File: src/rtl/add_pkg.sv
// Shared constants for the nibble-serial adder: FSM state encoding and nibble width.
package add_pkg;
  localparam int unsigned NIBBLE_W = 4;

  localparam logic [1:0] ST_IDLE = 2'd0;
  localparam logic [1:0] ST_RUN  = 2'd1;
  localparam logic [1:0] ST_DONE = 2'd2;
endpackage

File: src/rtl/add_nibble_cla.sv
// Purely combinational 4-bit generate/propagate carry-lookahead adder.
module add_nibble_cla
  import add_pkg::*;
(
  output logic                co,
  output logic [NIBBLE_W-1:0] s,
  input  logic [NIBBLE_W-1:0] a,
  input  logic [NIBBLE_W-1:0] b,
  input  logic                ci
);

  logic [NIBBLE_W-1:0] g;
  logic [NIBBLE_W-1:0] p;
  logic [NIBBLE_W:0]   c;

  assign g = a & b;
  assign p = a ^ b;

  // Flattened lookahead terms; no carry ripples through the nibble.
  assign c[0] = ci;
  assign c[1] = g[0] | (p[0] & ci);
  assign c[2] = g[1] | (p[1] & g[0]) | (p[1] & p[0] & ci);
  assign c[3] = g[2] | (p[2] & g[1]) | (p[2] & p[1] & g[0]) | (p[2] & p[1] & p[0] & ci);
  assign c[4] = g[3] | (p[3] & g[2]) | (p[3] & p[2] & g[1]) | (p[3] & p[2] & p[1] & g[0])
              | (p[3] & p[2] & p[1] & p[0] & ci);

  assign s  = p ^ c[NIBBLE_W-1:0];
  assign co = c[NIBBLE_W];

endmodule

File: src/rtl/add_serial_ctrl.sv
// Nibble-serial wide adder: one request in, NIB single-nibble CLA steps, one result out.
// Optional subtract mode (in_sub port) when ADD_SERIAL_SUB_EN is defined.
module add_serial_ctrl
  import add_pkg::*;
#(
  parameter int unsigned WIDTH = 16
) (
  input  logic             clk,
  input  logic             rst_n,
  input  logic             in_valid,
  output logic             in_ready,
  input  logic [WIDTH-1:0] in_a,
  input  logic [WIDTH-1:0] in_b,
  input  logic             in_ci,
`ifdef ADD_SERIAL_SUB_EN
  input  logic             in_sub,
`endif
  output logic             out_valid,
  input  logic             out_ready,
  output logic [WIDTH-1:0] out_sum,
  output logic             out_co,
  output logic             busy
);

  localparam int unsigned NIB   = WIDTH / NIBBLE_W;
  localparam int unsigned IDX_W = (NIB > 1) ? $clog2(NIB) : 1;

  logic [1:0]          state_q;
  logic [1:0]          state_nxt;
  logic [WIDTH-1:0]    a_q;
  logic [WIDTH-1:0]    b_q;
  logic                carry_q;
  logic [IDX_W-1:0]    idx_q;

  logic                last_c;
  logic [WIDTH-1:0]    b_in_c;
  logic                ci_in_c;
  logic [NIBBLE_W-1:0] nib_s_c;
  logic                nib_co_c;

  // Subtraction stores ~B and forces carry-in so the adder computes A + ~B + 1.
`ifdef ADD_SERIAL_SUB_EN
  assign b_in_c  = in_sub ? ~in_b : in_b;
  assign ci_in_c = in_sub | in_ci;
`else
  assign b_in_c  = in_b;
  assign ci_in_c = in_ci;
`endif

  assign last_c = (idx_q == IDX_W'(NIB - 1));

  // Operand registers shift right each step, so the current nibble is always the low one.
  add_nibble_cla u_cla (
    .co (nib_co_c),
    .s  (nib_s_c),
    .a  (a_q[NIBBLE_W-1:0]),
    .b  (b_q[NIBBLE_W-1:0]),
    .ci (carry_q)
  );

  always_comb begin
    state_nxt = state_q;
    case (state_q)
      ST_IDLE: if (in_valid)  state_nxt = ST_RUN;
      ST_RUN:  if (last_c)    state_nxt = ST_DONE;
      ST_DONE: if (out_ready) state_nxt = ST_IDLE;
      default:                state_nxt = ST_IDLE;
    endcase
  end

  always_ff @(posedge clk or negedge rst_n) begin
    if (!rst_n) begin
      state_q   <= ST_IDLE;
      in_ready  <= 1'b1;
      out_valid <= 1'b0;
      busy      <= 1'b0;
    end else begin
      state_q   <= state_nxt;
      in_ready  <= (state_nxt == ST_IDLE);
      out_valid <= (state_nxt == ST_DONE);
      busy      <= (state_nxt != ST_IDLE);
    end
  end

  // Datapath: capture on accept, one nibble step per RUN cycle.
  always_ff @(posedge clk or negedge rst_n) begin
    if (!rst_n) begin
      a_q     <= '0;
      b_q     <= '0;
      carry_q <= 1'b0;
      idx_q   <= '0;
      out_sum <= '0;
      out_co  <= 1'b0;
    end else begin
      case (state_q)
        ST_IDLE: begin
          if (in_valid) begin
            a_q     <= in_a;
            b_q     <= b_in_c;
            carry_q <= ci_in_c;
            idx_q   <= '0;
          end
        end
        ST_RUN: begin
          out_sum[idx_q*NIBBLE_W +: NIBBLE_W] <= nib_s_c;
          a_q     <= a_q >> NIBBLE_W;
          b_q     <= b_q >> NIBBLE_W;
          carry_q <= nib_co_c;
          idx_q   <= idx_q + IDX_W'(1);
          if (last_c) out_co <= nib_co_c;
        end
        default: ;
      endcase
    end
  end

endmodule

File: config.mk
export PLATFORM = sky130hd
export DESIGN_NAME = add_serial_ctrl
export DESIGN_NICKNAME = d
export VERILOG_FILES = /design/src/rtl/add_pkg.sv /design/src/rtl/add_nibble_cla.sv /design/src/rtl/add_serial_ctrl.sv
export SDC_FILE = /design/constraint.sdc
export NUM_CORES = 1
export LEC_CHECK = 0
export ABC_AREA = 1
export CORE_UTILIZATION = 40
export DETAILED_ROUTE_END_ITERATION = 10
export GPL_ROUTABILITY_DRIVEN = 0
export PLACE_DENSITY = 0.65
export SYNTH_ARGS = -nofsm -noshare
export SYNTH_HDL_FRONTEND = slang
export SYNTH_SLANG_ARGS = --single-unit
File: constraint.sdc
create_clock -name clk -period 4.4 [get_ports clk]
set_input_delay 1.32 -clock clk [delete_from_list [all_inputs] [get_ports clk]]
set_output_delay 1.32 -clock clk [all_outputs]
set_load 0.01 [all_outputs]
==> results by group <==
CTS
  • Post-CTS Setup Bufs: 0
  • Clock transition at the registers of the reported paths: 60 ps
  • Clk root buf: clkbuf_8
  • Clk_lat worst skew: 330 ps
  • Max Root-Sink Buffers: 2
  • Hold buffer count at CTS: 0
  • H-tree depth: 3
  • CTS tree: yes
  • Clock Sinks: 57
  • Inserted Clock Buffers: 9
  • CTS-repair resized insts: 0

Timing
  • Clock skew: 5.66 ps
  • Endpoints failing hold: 0
  • Tmin final: 2900 ps
  • Worst relative slew slack: 43.6%
  • Final setup margin: 1500 ps
  • Final TNS setup: 0 ps
  • Final setup fails: 0
  • RSZ-0062 raised after global routing: false
  • Max frequency: 0.345 GHz
  • Slew @ Worst Pin: 846 ps
  • Slew Viols, Final: 0
  • Hold WS: 476 ps
  • Final Cycle Share: 65.9%

Run status
  • Failing checks: design-rule violations
  • Status: complete, but fails checks

Setup path
  • Max incr delay on CP: 540 ps
  • Worst setup SP type: input pin
  • CP Capture Type: flip-flop
  • Reg2reg setup slack: 2410 ps
  • CP max FO: 31
  • CP cell instances: clkdlybuf4s50_1 > nand2_4 > nor2_4 > nor2_4 > inv_2 > nor2_1 > a21oi_1
  • Crit Path Category: in -> reg
  • Cells on worst reg2reg path: 6
  • Slowest cell on the critical path: nor2_4
  • Worst EP arrival: 3110 ps
  • Most frequent CP cell: nor2_4
  • CP required: 4610 ps

Global route
  • Initial antenna violation count: 0
  • Vias in the first global route: 2,225
  • First-pass GRT wire length: 10,300 um
  • Overall Global Routing Usage: 18.7%
  • Pin count of the biggest net entering global routing: 41
  • GRT Residual Overflow: 0

Drt
  • Per-cell routed wire length: 13.1 um
  • 1st-iter DRT viols: 111
  • ANT nets after route: 0
  • Drt pass-1 iters: 10
  • Vias/cell: 4.90
  • Vias: 2,181
  • Final wirelength: 5850 um
  • M1 WL: 2850 um
  • Met3 wire length: 189 um
  • Residual DRC count: 2
  • Top Layer Used: met4
  • Met2 wire len: 2720 um

Die
  • # IOs: 57
  • Row cnt: 29
  • Die W: 84.8 um
  • Core ar.: 0.00649 mm2
  • Starting Density: 42.2%
  • Die Y: 84.8 um
  • Die ar.: 0.00719 mm2

Synthesis
  • Yosys top cell area share: 51.1%
  • EDFF count, synth: 0
  • Top FF cell, synth: dfrtp_1
  • Syn. warnings: 0
  • Synth Cell Area: 0.00274 mm2
  • Asr flop ratio synth: 100%
  • Multiplexer share of the synthesized area: 0%
  • Main combinational cell family by area after synthesis: simple AND/OR/NAND/NOR gates
  • Simple-gate portion of the synthesized area: 19.1%
  • Cells after Synth: 307
  • Synthesized area per cell: 8.93 um2
  • Post-synthesis xor/xnor area fraction: 0.319%
  • Synth Net Count: 355
  • Synth Area in Compound Gates: 15.7%
  • Post-synthesis adder-cell area fraction: 5.29%
  • Main area contributors after synthesis: dfrtp_1 51%, nand2_1 11%, o21ai_0 6.2%, ha_1 4.6%, inv_1 4.0%
  • Count of different cell masters after synthesis: 31
  • #FFs+latches synth: 57
  • Synth area leader: dfrtp_1
  • Post-synthesis sequential area ratio: 52.1%

Cells and area
  • Area growth syn-to-layout: 26.8%
  • Most common cell after layout, fill and taps aside: nand2_1
  • Cell area after layout: 0.00348 mm2
  • Finished Layout Cells: 445
  • Final-layout fill cell count: 612
  • Commonest non-fill, non-tap cells in the layout: 80 x nand2_1, 56 x dfrtp_1, 55 x clkdlybuf4s50_1
  • Multi-input logic area: 0.00111 mm2
  • Nets@finish: 412
  • Diode count: 0
  • Core Util, Final: 53.5%
  • Register area: 0.00143 mm2
  • Layout cell share with drive strength beyond 1: 7.61%

Job
  • Number of max-cap violations: 0

Placed design
  • DP Area: 0.00332 mm2
  • Hpwl dp: 4150 um
  • Port bufs: 56
  • Dpl cells: 430
  • Worst slack at placement: 1160 ps

Worst hold path
  • Min-Delay Path Class: reg -> reg
  • Hold Path Depth: 2

Power
  • Pwr/cell area: 748 mW/mm2
  • Final Total Pwr: 2.60 mW
  • Maximum VDD drop: 0.227 mV
  • Leak: 1.59 nW
[path summary, 6_finish.rpt]
kind | startpoint | endpoint
setup reg to reg | state_q[0] | out_sum[4]
hold reg to reg | a_q[13] | a_q[13]
hold / removal | a_q[13] | a_q[13]
max in group asynchronous | rst_n | idx_q[0]
setup / recovery | in_valid | b_q[3]
min in group asynchronous | rst_n | a_q[14]
[cell families after synthesis]
group | count (synthesis)
simple gates | 117
compound gates | 77
flops | 57
buf+inv | 44
fa+ha+maj | 11
xor+xnor | 1
[power breakdown]
group | switching (mW) | internal, mW | leakage (nW)
Clock | 0.196 | 0.218 | 0.0778
Sequential | 0.141 | 0.764 | 0.730
Combinational | 0.787 | 0.494 | 0.779
[synthesized netlist by cell type, types with 2 or more instances]
library cell and count:
nand2_1 80, dfrtp_1 56, o21ai_0 34, inv_1 29
nor2_1 19, o21ai_1 18, ha_1 10, a21oi_1 9
a22oi_1 8, nand3_1 6, buf_6 4, inv_2 4
o31ai_1 4, clkbuf_1 3, nand4_1 3, buf_2 2
buf_4 2, nand2_2 2, nor2_4 2
[per-layer routing]
metal	global-route usage, %	vias to the layer above
li1	-	1113
met1	25.6	1017
met2	28.8	44
met3	3.93	7
met4	8.32	0
met5	0	-
[worst max-delay path: cells and delay by family]
kind,cells,cell delay (ps)
buf+inv,2,730
simple gates,4,990
compound gates,1,50
[registers in the layout, indices dropped and copies added (netlist names)]
name	count
a_q	16
b_q	16
busy	1
carry_q	1
idx_q	2
in_ready	1
out_co	1
out_sum	16
out_valid	1
state_q	2
[cell type report]
type / count / area share [%]
inverters: 33 / 3.56
well taps: 77 / 2.77
multi-input cells: 206 / 31.9
repair buffers: 57 / 16.2
flip-flops and latches: 57 / 41.1
clock buffers: 15 / 4.50
No activity file was read; power rests on OpenSTA's default activity.
